--- src/rtl/melody_pkg.sv ---
// Shared constants and FSM state encoding for the alarm-tone melody sequencer.
package melody_pkg;

    localparam logic [31:0] END_CODE  = '1;
    localparam logic [31:0] NOTE_REST = '0;

    typedef enum logic [1:0] {
        IDLE  = 2'd0,
        FETCH = 2'd1,
        PLAY  = 2'd2
    } state_t;

endpackage

--- src/rtl/melody_rom_bank.sv ---
// Fixed melody bank: synchronous case-table ROM, one-cycle latency, END_CODE outside stored songs.
module melody_rom_bank
    import melody_pkg::*;
#(
    parameter int unsigned NOTE_W    = 8,
    parameter int unsigned ADDR_W    = 5,
    parameter int unsigned SEL_W     = 2,
    parameter int unsigned NUM_SONGS = 4
)(
    input  logic              clk,
    input  logic [SEL_W-1:0]  song,
    input  logic [ADDR_W-1:0] addr,
    output logic [NOTE_W-1:0] data
);

    localparam int unsigned SONG0_LEN = 28;
    localparam int unsigned SONG1_LEN = 8;
    localparam int unsigned SONG0 [SONG0_LEN] = '{
        22, 0, 22, 0, 29, 0, 29, 0, 19, 0, 19, 0, 29, 0,
        27, 0, 27, 0, 26, 0, 26, 0, 24, 0, 24, 0, 22, 0
    };
    localparam int unsigned SONG1 [SONG1_LEN] = '{16, 18, 20, 21, 23, 25, 27, 28};

    int unsigned       s_idx;
    int unsigned       a_idx;
    logic [NOTE_W-1:0] data_c;

    // Anything past a song's stored slots, or in a reserved song, reads as END.
    always_comb begin
        s_idx  = 32'(song);
        a_idx  = 32'(addr);
        data_c = NOTE_W'(END_CODE);
        if (s_idx < NUM_SONGS) begin
            if (s_idx == 0 && a_idx < SONG0_LEN) begin
                data_c = NOTE_W'(SONG0[5'(a_idx)]);
            end else if (s_idx == 1 && a_idx < SONG1_LEN) begin
                data_c = NOTE_W'(SONG1[3'(a_idx)]);
            end
        end
    end

    always_ff @(posedge clk) begin
        data <= data_c;
    end

endmodule

--- src/rtl/melody_player.sv ---
// Alarm-tone sequencer: steps the selected melody one slot per TICK_DIV cycles,
// with start/stop, loop mode and a done pulse on natural completion.
module melody_player
    import melody_pkg::*;
#(
    parameter  int unsigned NOTE_W    = 8,
    parameter  int unsigned ADDR_W    = 5,
    parameter  int unsigned NUM_SONGS = 4,
    parameter  int unsigned TICK_DIV  = 12500000,
    localparam int unsigned SEL_W     = (NUM_SONGS > 1) ? $clog2(NUM_SONGS) : 1
)(
    input  logic              clk,
    input  logic              rst_n,
    input  logic              start,
    input  logic              stop,
    input  logic              loop_en,
    input  logic [SEL_W-1:0]  song_sel,
    output logic [NOTE_W-1:0] note,
    output logic              busy,
    output logic              done,
    output logic [ADDR_W-1:0] slot_addr
);

    localparam int unsigned       CNT_W    = $clog2(TICK_DIV);
    localparam logic [CNT_W-1:0]  CNT_LAST = CNT_W'(TICK_DIV - 2);
    localparam logic [NOTE_W-1:0] END_NOTE = NOTE_W'(END_CODE);
    localparam logic [NOTE_W-1:0] REST     = NOTE_W'(NOTE_REST);

    state_t              state, state_n;
    logic [CNT_W-1:0]    cnt, cnt_n;
    logic [ADDR_W-1:0]   addr, addr_n;
    logic                wrap, wrap_n;
    logic [SEL_W-1:0]    song, song_n;
    logic                pend, pend_n;
    logic [NOTE_W-1:0]   note_n;
    logic [ADDR_W-1:0]   slot_n;
    logic                busy_n, done_n;
    logic [NOTE_W-1:0]   rom_data;
    logic                song_end_c;

    // ROM is addressed with next-cycle values so data is ready when FETCH ends.
    melody_rom_bank #(
        .NOTE_W    (NOTE_W),
        .ADDR_W    (ADDR_W),
        .SEL_W     (SEL_W),
        .NUM_SONGS (NUM_SONGS)
    ) u_rom (
        .clk  (clk),
        .song (song_n),
        .addr (addr_n),
        .data (rom_data)
    );

    assign song_end_c = (rom_data == END_NOTE) || wrap;

    always_ff @(posedge clk or negedge rst_n) begin
        if (!rst_n) begin
            state     <= IDLE;
            cnt       <= '0;
            addr      <= '0;
            wrap      <= 1'b0;
            song      <= '0;
            pend      <= 1'b0;
            note      <= '0;
            busy      <= 1'b0;
            done      <= 1'b0;
            slot_addr <= '0;
        end else begin
            state     <= state_n;
            cnt       <= cnt_n;
            addr      <= addr_n;
            wrap      <= wrap_n;
            song      <= song_n;
            pend      <= pend_n;
            note      <= note_n;
            busy      <= busy_n;
            done      <= done_n;
            slot_addr <= slot_n;
        end
    end

    always_comb begin
        state_n = state;
        cnt_n   = cnt;
        addr_n  = addr;
        wrap_n  = wrap;
        song_n  = song;
        pend_n  = pend;
        note_n  = note;
        slot_n  = slot_addr;
        busy_n  = busy;
        done_n  = 1'b0;

        case (state)
            IDLE: begin
                // An accepted start spends one cycle latching the song before FETCH.
                busy_n = 1'b0;
                if (stop) begin
                    pend_n = 1'b0;
                end else if (pend) begin
                    pend_n  = 1'b0;
                    state_n = FETCH;
                    addr_n  = '0;
                    wrap_n  = 1'b0;
                    busy_n  = 1'b1;
                end else if (start) begin
                    pend_n = 1'b1;
                    song_n = song_sel;
                end
            end
            FETCH: begin
                cnt_n = '0;
                if (song_end_c) begin
                    note_n = REST;
                    slot_n = '0;
                    addr_n = '0;
                    wrap_n = 1'b0;
                    if (loop_en) begin
                        state_n = FETCH;
                    end else begin
                        state_n = IDLE;
                        busy_n  = 1'b0;
                        done_n  = 1'b1;
                    end
                end else begin
                    note_n  = rom_data;
                    slot_n  = addr;
                    state_n = PLAY;
                end
            end
            PLAY: begin
                if (cnt == CNT_LAST) begin
                    cnt_n            = '0;
                    {wrap_n, addr_n} = {1'b0, addr} + (ADDR_W + 1)'(1);
                    state_n          = FETCH;
                end else begin
                    cnt_n = cnt + CNT_W'(1);
                end
            end
            default: begin
                state_n = IDLE;
            end
        endcase

        if (stop && state != IDLE) begin
            state_n = IDLE;
            pend_n  = 1'b0;
            note_n  = REST;
            slot_n  = '0;
            busy_n  = 1'b0;
            done_n  = 1'b0;
        end
    end

endmodule
--- config.mk ---
export PLATFORM = sky130hd
export DESIGN_NAME = melody_player
export DESIGN_NICKNAME = d
export VERILOG_FILES = /design/src/rtl/melody_pkg.sv /design/src/rtl/melody_rom_bank.sv /design/src/rtl/melody_player.sv
export SDC_FILE = /design/constraint.sdc
export NUM_CORES = 1
export LEC_CHECK = 0
export CORE_AREA = 2 2 69 120
export CTS_CLUSTER_DIAMETER = 200
export DETAILED_ROUTE_END_ITERATION = 16
export DIE_AREA = 0 0 71 122
export PLACE_DENSITY = 0.58
export SETUP_SLACK_MARGIN = 0.1
export SLEW_MARGIN = 15
export SYNTH_ARGS = -nofsm -noshare
export SYNTH_HDL_FRONTEND = slang
export SYNTH_SLANG_ARGS = --single-unit
--- constraint.sdc ---
create_clock -name clk -period 2.8 [get_ports clk]
set_input_delay 0.42 -clock clk [delete_from_list [all_inputs] [get_ports clk]]
set_output_delay 0.42 -clock clk [all_outputs]
set_load 0.02 [all_outputs]
=== After elaboration in Yosys (flattened, before gate mapping) ===
Memory sizes are Yosys's and may differ from the RTL's.
Index checks and enable logic that the tools add are counted.

* Register bits: 58
* Word-level logic and storage cells: 99
* Bits in read-only memories: 1,280
* Output and inout port bits: 15
* Input port bits: 7
* Memories: 2

{| class="wikitable"
|+ Memories
! memory !! words !! width !! read ports !! clocked after Yosys merged registers in !! wr ports !! line !! source
|-
| (name not given) || 32 || 32 || 1 || 0 || 0 || melody_rom_bank.sv:35 || <nowiki>data_c = NOTE_W'(SONG0[5'(a_idx)]);</nowiki>
|-
| (name not given) || 8 || 32 || 1 || 0 || 0 || melody_rom_bank.sv:37 || <nowiki>data_c = NOTE_W'(SONG1[3'(a_idx)]);</nowiki>
|}

* Equal/unequal tests: 14
* Mux-type cells: 49
* Bitwise logic cells: 2
* Magnitude comparators: 4
* Reductions and logical operators: 15
* Add/subtract/negate cells: 2

{| class="wikitable"
|+ Operators by type and width
! cell !! number
|-
| 8-bit two-way mux || 9
|-
| 24-bit case mux with 2 select lines || 1
|-
| 5-bit two-way mux || 6
|-
| 24-bit by 1-bit adder with 24-bit output (second input constant) || 1
|-
| 24-bit equality test (second input constant) || 1
|-
| 24-bit two-way mux || 1
|-
| 1-bit two-way mux || 19
|-
| 2-bit two-way mux || 9
|-
| 3-bit != test (second input constant) || 5
|-
| 5-bit case mux with 3 select lines || 1
|-
| 8-bit equality test (second input constant) || 1
|-
| 2-bit != test (second input constant) || 4
|-
| 2-bit nonzero test || 4
|-
| 5-bit by 1-bit adder with 6-bit output (second input constant) || 1
|-
| 6-bit >= comparator (second input constant) || 1
|-
| 5-bit NOT with 6-bit output || 1
|-
| 2-bit case mux with 3 select lines || 1
|-
| 3-bit AND reduction || 2
|-
| 3-bit nonzero test || 2
|-
| 5-bit by 4-bit less-than comparator with 1-bit output (second input constant) || 1
|-
| 5-bit less-than comparator (second input constant) || 1
|-
| 5-bit AND reduction || 1
|-
| 2-bit by 1-bit equality test with 1-bit output (second input constant) || 2
|-
| 4-bit >= comparator (second input constant) || 1
|-
| other kinds (7) || 10
|}

=== Depth between registers and ports, before layout ===
Gate-level depths: netlist of the first run.

* Depth in word-level cells: 10
* Depth in mapped cells: 12
* Mapped depth without buffers: 12

=== Hierarchy ===
A second synthesis of the first run with hierarchy kept.

* Cells, all modules: 292
* Area, all modules: 2,956.6 um^2

{| class="wikitable"
|+ Modules (own cells, without submodules)
! module !! cells an instance !! instances !! seq. area each (um^2) !! area each (um^2)
|-
| melody_player || 243 || 1 || 1,251.2 || 2,488.6
|-
| melody_rom_bank || 49 || 1 || 120.1 || 467.9
|}

=== Worst setup path before layout of the first run ===
OpenSTA, ideal clock, no wires.

* Path type: register to register
* Start point: register cnt[0]
* End point: register u_rom.data[3]
* Stages on the path, launching flop included: 13
* Required time: 2.742 ns
* Path buffers: 0
* Period minus slack after synthesis: 2.481 ns
* Library setup time: 0.058 ns
* Data arrival time: 2.423 ns
* Path slack: 0.319 ns
* Cells stage by stage: dfrtp_1 > inv_1 > ha_1 > nand4b_2 > nor3_1 > nand2_1 > mux2_2 > a22o_1 > inv_1 > ha_1 > nor2_1 > a221oi_1 > o21a_1

* Cells in the longest elaborated chain, start to end: 9
* Elaborated cells on any way between the ends: 17
* Classes of those cells: order compare (2); eq/ne (1); mux (8); bitwise (2); reduce/logical (2); memory (2)

{| class="wikitable"
|+ RTL lines
! what !! line !! source
|-
| start, declared || melody_player.sv:30 || <nowiki>logic [CNT_W-1:0] cnt, cnt_n;</nowiki>
|-
| start signal, assigned || melody_player.sv:70 || <nowiki>cnt <= cnt_n;</nowiki>
|-
| 24-bit equality test (*) || melody_player.sv:132 || <nowiki>if (cnt == CNT_LAST) begin</nowiki>
|-
| 5-bit two-way mux (*) || melody_player.sv:132 ||
|-
| 5-bit case mux with 3 select lines (*) || melody_player.sv:94 || <nowiki>case (state)</nowiki>
|-
| named net addr_n[1] || melody_player.sv:31 || <nowiki>logic [ADDR_W-1:0] addr, addr_n;</nowiki>
|-
| branches (longest 5 deep; another with memory read 32 x 32 bit) || n/a ||
|-
| 8-bit two-way mux (*) || melody_rom_bank.sv:34 || <nowiki>if (s_idx == 0 && a_idx < SONG0_LEN) begin</nowiki>
|-
| named net u_rom.data_c[3] || melody_rom_bank.sv:26 || <nowiki>logic [NOTE_W-1:0] data_c;</nowiki>
|-
| end signal, assigned || melody_rom_bank.sv:43 || <nowiki>data <= data_c;</nowiki>
|-
| end, declared || melody_rom_bank.sv:13 || <nowiki>output logic [NOTE_W-1:0] data</nowiki>
|}

Mark *: on every way through the listed nets, which the timed path passes. The select of a mux whose other input is x is not followed.
A chain may end at the register's enable or synchronous reset.

=== Worst setup path after layout of the first run ===
* Start point: register cnt[0]
* End point: register u_rom.data[0]

* Cells in the longest elaborated chain, start to end: 9
* Elaborated cells on any way between the ends: 17
* Classes of those cells: order compare (2); eq/ne (1); mux (8); bitwise (2); reduce/logical (2); memory (2)

{| class="wikitable"
|+ RTL lines
! what !! line
|-
| 24-bit equality test (*) || melody_player.sv:132
|-
| 5-bit two-way mux (*) || melody_player.sv:132
|-
| 5-bit case mux with 3 select lines (*) || melody_player.sv:94
|-
| branches (longest 5 deep; another with memory read 32 x 32 bit) || n/a
|-
| 8-bit two-way mux (*) || melody_rom_bank.sv:34
|-
| named net u_rom.data_c[0] || melody_rom_bank.sv:26
|}

Marked as above.

==> results of run 1 <==
registers in the layout, indices dropped and copies added, names as in the netlist:
signal,flops
cnt,24
note,6
u_rom.data,6
addr,5
slot_addr,5
song,2
state,2
busy,1
done,1
pend,1
wrap,1
worst max-delay path by stage:
stage,from,end,slack [ns],depth (start not counted)
after floorplan,cnt[0]$_DFFE_PN0P_,u_rom.data[3]$_DFF_P_,0.32,12
after global placement,cnt[0]$_DFFE_PN0P_,u_rom.data[3]$_DFF_P_,0.15,12
after detailed placement,cnt[0]$_DFFE_PN0P_,u_rom.data[3]$_DFF_P_,0.12,12
after CTS,cnt[0]$_DFFE_PN0P_,u_rom.data[3]$_DFF_P_,0.13,12
after global routing,cnt[0]$_DFFE_PN0P_,u_rom.data[3]$_DFF_P_,0.07,12
final,cnt[0]$_DFFE_PN0P_,u_rom.data[0]$_DFF_P_,0.23,9
what timing repair did:
item                                    in CTS  in global routing
hold buffers                                 1                  0
endpoints found under the setup margin       1                  4
hold endpoints to repair                     9                  0
pin swaps                                    0                  0
gates resized for setup                      1                  6
cell families after synthesis:
family / after synthesis / synth area share, %
adder cells (fa/ha/maj): 13 / 5.46
AO/OA/AOI/OAI: 57 / 15.4
buffers and inverters: 24 / 4.11
multiplexers: 8 / 2.85
AND/OR/NAND/NOR: 119 / 22.6
XOR/XNOR: 18 / 5.29
flip-flops: 54 / 44.3
per-stage QoR:
stage                     instances  power (mW)  cell area [um2]  util, %
final                           414        2.84             3510     45.0
after global routing            414        3.02             3510     45.0
after CTS                       414        2.88             3480     44.6
after detailed placement        405        2.23             3320     42.5
after global placement          405        2.22             3320     42.5
after floorplan                 293        1.81             2980        -
cells in the final DEF, fill, tap and decap left out, drive strengths merged, types with 9 or more instances in the layout:
| cell type | count |
|---|---|
| dfrtp | 48 |
| nand2 | 29 |
| nor2 | 25 |
| clkdlybuf4s50 | 20 |
| nand3 | 15 |
| inv | 14 |
| a22o | 13 |
| buf | 13 |
| ha | 13 |
| xor2 | 11 |
| o21ai | 11 |
| and3 | 10 |
| nor3 | 9 |
power groups by stage:
| stage | combinational (mW) | clock, mW | sequential (mW) |
|---|---|---|---|
| finish | 1.19 | 0.637 | 1.02 |
| global route | 1.31 | 0.679 | 1.04 |
| CTS | 1.20 | 0.662 | 1.02 |
| detailed placement | 1.20 | 0 | 1.03 |
| global placement | 1.19 | 0 | 1.03 |
| floorplan | 0.733 | 0 | 1.07 |
cell usage after synthesis (4+ instances only):
cell type	instances	area, um2
a22o_1	13	114
and3_1	10	62.6
nand2b_1	5	31.3
nor2_1	25	93.8
nand3_1	14	70.1
nand4_1	4	25.0
nor2b_1	7	43.8
nand2_1	29	109
a21oi_1	4	20.0
a31oi_1	4	25.0
nor3_1	8	40.0
xnor2_1	7	61.3
dfrtp_1	48	1200
dfxtp_1	6	120
mux2i_1	4	40.0
ha_1	13	163
clkbuf_1	4	15.0
mux2_2	4	45.0
o21ai_0	8	40.0
xor2_1	11	96.3
inv_1	13	48.8
worst reg2reg max path, stage by stage, from the launching register on:
cell	delay, ns
dfrtp_1	0.43
inv_1	0.11
ha_2	0.22
nand4b_4	0.16
or3_4	0.42
nor4_1	0.33
a211o_2	0.32
nor2_1	0.10
o31a_1	0.26
a22oi_2	0.15
layout make-up:
type	count	area (um2)
clock buffer	5	125
timing repair buffer	34	305
clock inverter	3	25.0
sequential	54	1320
fill	730	4290
tap	90	113
inverter	13	48.8
multi-input combinational	215	1570
routing by layer:
layer,GRT usage (%),wire length [um],up-vias
met5,0,0,-
met4,7.78,189,0
met3,2.73,160,10
met2,31.4,3730,33
met1,16.8,2510,1089
li1,-,-,1109
==> impl_summary.txt, run 1 <==
----------------------------------------------------
[Clock network]
  CTS clock-pin slew for the worst setup and hold paths ... 0.07 ns
  Inserted Clock Buffers ... 5
  Clk root buf ... clkbuf_16
  Clock latency on the worst-skew pair ... 0.30 ns
  Clock Path Buffers ... 2
  TritonCTS clock tree ... done
  H-tree Lvls ... 2
  Sink count of the clock tree ... 54
  Setup fix buffers added after clock tree synthesis ... 0

[Floorplan]
  Width of the die ... 71 um
  Starting density of the core ... a little under two fifths
  Die outline area ... 8660 um2
  Height of the die ... 122 um
  I/O pin total ... 22
  Area of the core region ... 7800 um2
  Row Count ... 43

[Route]
  Remaining routing DRC violations ... 0
  Number of detailed-route iterations in the first pass ... 4
  Post-detailed-route count of antenna-violating nets ... 0
  Detailed-route via count ... 2241
  Ratio of routed vias to standard cells ... 5.41
  Drt first-iter violations ... 107
  Total length of routed wires ... 6600 um
  Post-detailed-route wirelength per cell ... 15.9 um

[Synthesis]
  Number of flops mapped to enable cells by yosys ... 0
  Number of standard cells after synthesis ... between 200 and 300
  Post-synthesis net count ... between 300 and 400
  Async set-reset flop share out of synthesis ... 88.9%
  Count of yosys warnings during synthesis ... 0
  Post-synthesis sequential element count ... 54
  Mean Syn Cell Area ... 10.2 um2
  Cell area after technology mapping ... 2980 um2
  Number of library cell types mapped by synthesis ... 59
  Main synth FF type ... dfrtp_1
  Sequential fraction of the synthesis area ... 44.3%

[Power and ir drop]
  Power Density ... 809 nW/um2
  Clk pwr share ... 22.4%
  Worst supply voltage drop on vdd ... between 0.5 and 0.6 mV
  Internal power of the cells ... 1.74 mW
  Fraction of power consumed by combinational cells ... 41.8%
  Leakage power of the design ... 1.57 nW
  Power dissipated by switching net loads ... 1.10 mW
  Part of the power in registers ... 35.8%
  Switching part of the total ... 38.7%

[Place]
  Routability congestion estimate from global placement ... around 0.86
  Port Buffer Count ... 21
  HPWL Detailed ... around 5000 um
  Worst-case setup slack after placement ... 0.116 ns

[Global route]
  Sum of overflow across all layers after global routing ... 0
  Antenna violations before repair ... 0
  Wire length of the first global-routing pass ... 10900 um
  GRT Util Overall ... 16.4%
  Via count of the first global-routing pass ... roughly 2200
  Pin count of the biggest net entering global routing ... 26

[Setup path]
  Worst Setup Start Kind ... flip-flop
  Required @ worst endpoint ... 3.03 ns
  Data arrival, critical path ... 2.80 ns
  Worst path buffer plus inverter count ... 1
  Slowest CP cell ... dfrtp_1
  Number of cells traversed by the worst register-to-register path ... 9
  Critical path's top delay family ... simple AND/OR/NAND/NOR gates
  Max incr delay on CP ... 0.43 ns
  Worst-path fanout max ... 13
  Reg-to-reg critical path endpoint ... u_rom.data[0]$_DFF_P_
  Slack of the worst reg-to-reg path ... 0.23 ns
  Worst path cell trace ... inv_1 -> ha_2 -> nand4b_4 -> or3_4 -> nor4_1 -> a211o_2 -> nor2_1 -> o31a_1 -> a22oi_2
  Crit path kind ... flip-flop to flip-flop
  R2r startpoint ... cnt[0]$_DFFE_PN0P_
  Type of destination of the critical path ... flip-flop

[Timing]
  Hold slack ... 0.480 ns
  Final Hold Fails ... 0
  Maximum frequency from static timing analysis ... just under 400 MHz
  Worst slew margin relative to its limit ... 68.6%
  Number of pins with negative max-slew slack in the final report ... 0
  Final number of setup-violating endpoints ... 0
  Share of the cycle needed by the critical path after routing ... 91.8%
  Time the final worst path needs with I/O delays and setup ... 2.57 ns
  Worst setup skew after layout ... 0.00319 ns
  Fin Setup TNS ... 0 ns
  Worst Tran Pin Value ... 0.470 ns
  Unrepaired setup endpoints after global routing ... true
  Crit path setup slack, layout ... 0.231 ns

[Hold path]
  Hold Path Cell Cnt ... 1
  Launch point of the worst hold path ... u_rom.data[4]$_SDFF_PP1_
  Min-delay worst type ... flip-flop to flip-flop
  Endpoint of the worst hold path ... note[4]$_DFFE_PN0P_

[Layout]
  Antenna diodes ... 0
  Number of nets in the layout ... 343
  Fraction of layout cells with a size suffix above 1 ... 14.2%
  Synth-to-layout area growth ... 17.7%

[Outcome]
  Outcome ... finished, final reports clean

[Job]
  Max-cap check violation count ... 0

----------------------------------------------------
No activity file was read; power rests on OpenSTA's default activity.
==> run 2: changes to the inputs <==
--- a/config.mk
+++ b/config.mk
@@ -10,6 +10,7 @@
 export DETAILED_ROUTE_END_ITERATION = 16
 export DIE_AREA = 0 0 71 122
 export PLACE_DENSITY = 0.58
+export RECOVER_POWER = 100
 export SETUP_SLACK_MARGIN = 0.1
 export SLEW_MARGIN = 15
 export SYNTH_ARGS = -nofsm -noshare
==> impl_summary.txt, run 2 (synthesis gave the netlist of run 1 again) <==
----------------------------------------------------
[Timing]
  Final number of setup-violating endpoints ... 0
  Maximum frequency from static timing analysis ... 383 MHz
  Share of the cycle needed by the critical path after routing ... about 93%
  Worst setup skew after layout ... 0.00300 ns
  Worst slew margin relative to its limit ... 43.4%
  Worst Tran Pin Value ... between 0.8 and 0.9 ns
  Hold slack ... a little under 0.5 ns
  Number of pins with negative max-slew slack in the final report ... 0
  Fin Setup TNS ... 0 ns
  Time the final worst path needs with I/O delays and setup ... 2.61 ns
  Unrepaired setup endpoints after global routing ... true
  Final Hold Fails ... 0

[Global route]
  GRT Util Overall ... between 10% and 20%
  Via count of the first global-routing pass ... 2243
  Antenna violations before repair ... 0
  Pin count of the biggest net entering global routing ... 26
  Wire length of the first global-routing pass ... between 10000 and 15000 um
  Sum of overflow across all layers after global routing ... 0

[Layout]
  Total area of multi-input combinational cells ... between 1500 and 2000 um2
  Commonest cells after routing, fill and taps aside ... dfrtp_1, nand2_1, nor2_1
  Number of fill cells ... 740
  Register containing the most flip-flops in the final layout ... cnt
  Top Registers ... cnt (24), note (6), u_rom.data (6)
  Flip-flop count of the largest register after layout ... 24
  Final core area utilization ... 44.4%
  Synth-to-layout area growth ... 16.2%
  Number of nets in the layout ... 343
  Register area ... 1320 um2
  Antenna diodes ... 0
  Fraction of layout cells with a size suffix above 1 ... ~11%
  Most frequent standard cell in the layout excluding fill and tap cells ... dfrtp_1

[Floorplan]
  Width of the die ... 71 um
  Die outline area ... 8660 um2
  Area of the core region ... 7800 um2
  I/O pin total ... 22
  Starting density of the core ... 38.2%
  Height of the die ... 122 um
  Row Count ... 43

[Setup path]
  Required @ worst endpoint ... 2.97 ns
  Worst-path fanout max ... 10
  Reg-to-reg critical path endpoint ... u_rom.data[2]$_DFF_P_
  Crit path kind ... flip-flop to flip-flop
  Slack of the worst reg-to-reg path ... 0.19 ns
  R2r startpoint ... cnt[0]$_DFFE_PN0P_
  Data arrival, critical path ... 2.78 ns
  Type of destination of the critical path ... flip-flop
  Number of cells traversed by the worst register-to-register path ... 10
  Worst Setup Start Kind ... flip-flop

[Route]
  Post-detailed-route count of antenna-violating nets ... 0
  Total length of routed wires ... 6580 um
  Drt first-iter violations ... 86
  Post-detailed-route wirelength per cell ... between 15 and 20 um
  Detailed-route via count ... approximately 2200
  Remaining routing DRC violations ... 0
  Ratio of routed vias to standard cells ... 5.39
  Number of detailed-route iterations in the first pass ... 4

[Place]
  Port Buffer Count ... 21
  HPWL Detailed ... 4950 um
  Routability congestion estimate from global placement ... 0.861

[Hold path]
  Min-delay worst type ... flip-flop to flip-flop
  Endpoint of the worst hold path ... note[4]$_DFFE_PN0P_
  Launch point of the worst hold path ... u_rom.data[4]$_SDFF_PP1_
  Hold Path Cell Cnt ... 1

[Outcome]
  Outcome ... finished, final reports clean

[Clock network]
  Sink count of the clock tree ... 54
  CTS clock-pin slew for the worst setup and hold paths ... 0.07 ns
  Setup fix buffers added after clock tree synthesis ... 0
  TritonCTS clock tree ... done
  Clock latency on the worst-skew pair ... 0.30 ns
  Clock Path Buffers ... 2
  Inserted Clock Buffers ... 5
  H-tree Lvls ... 2
  Clk root buf ... clkbuf_16

[Power and ir drop]
  Leakage power of the design ... 1.58 nW
  Power Density ... approximately 800 nW/um2
  Worst supply voltage drop on vdd ... 0.485 mV

[Job]
  Max-cap check violation count ... 0

----------------------------------------------------
run 2: metrics by stage:
| step | instance area (um2) | instances | total power [mW] | setup WS, ns |
|---|---|---|---|---|
| finish | 3460 | 414 | 2.78 | 0.189 |
| global route | 3460 | 414 | 2.96 | 0.0376 |
| CTS | 3480 | 414 | 2.88 | 0.126 |
| detailed placement | 3320 | 405 | 2.23 | 0.116 |
| global placement | 3320 | 405 | 2.22 | 0.151 |
| floorplan | 2980 | 293 | 1.81 | 0.319 |
run 2: area by class of cell:
cell class / instances / share of cell area, %
Tap cell: 90 / 3.25
Inverter: 13 / 1.41
Timing Repair Buffer: 34 / 8.16
Clock inverter: 3 / 0.722
Sequential cell: 54 / 38.1
Clock buffer: 5 / 3.61
Multi-Input combinational cell: 215 / 44.7
run 2: worst max-delay path by stage:
stage / start / to / slack [ns] / cells after the start
5_1_grt: cnt[0]$_DFFE_PN0P_ / u_rom.data[3]$_DFF_P_ / 0.04 / 12
4_1_cts: cnt[0]$_DFFE_PN0P_ / u_rom.data[3]$_DFF_P_ / 0.13 / 12
2_1_floorplan: cnt[0]$_DFFE_PN0P_ / u_rom.data[3]$_DFF_P_ / 0.32 / 12
3_5_place_dp: cnt[0]$_DFFE_PN0P_ / u_rom.data[3]$_DFF_P_ / 0.12 / 12
6_report: cnt[0]$_DFFE_PN0P_ / u_rom.data[2]$_DFF_P_ / 0.19 / 10
3_3_place_gp: cnt[0]$_DFFE_PN0P_ / u_rom.data[3]$_DFF_P_ / 0.15 / 12
run 2: worst max-delay path: stages (launching register included):
cell and delay, ns:
dfrtp_1 0.43, inv_1 0.11, ha_1 0.24, nand4b_4 0.17, or3_1 0.43, o21ai_2 0.20
a41oi_4 0.14, buf_4 0.21, ha_1 0.28, mux2i_1 0.19, a32oi_1 0.09
run 2: power breakdown:
group | internal [mW] | switching, mW
sequential | 0.917 | 0.0969
combinational | 0.430 | 0.696
clock | 0.337 | 0.301
run 2: routing by layer:
layer	GRT usage, %	vias to the layer above	share of wire (%)
met1	16.8	1084	38
li1	-	1108	-
met4	7.78	0	2.9
met5	0	-	0
met2	31.4	28	57
met3	2.73	10	2.4
run 2: repair_timing:
item / 4_1_cts / 5_1_grt
endpoints found under the hold margin: 9 / 0
gates resized for setup: 1 / 6
hold buffers: 1 / 0
endpoints found under the setup margin: 1 / 4
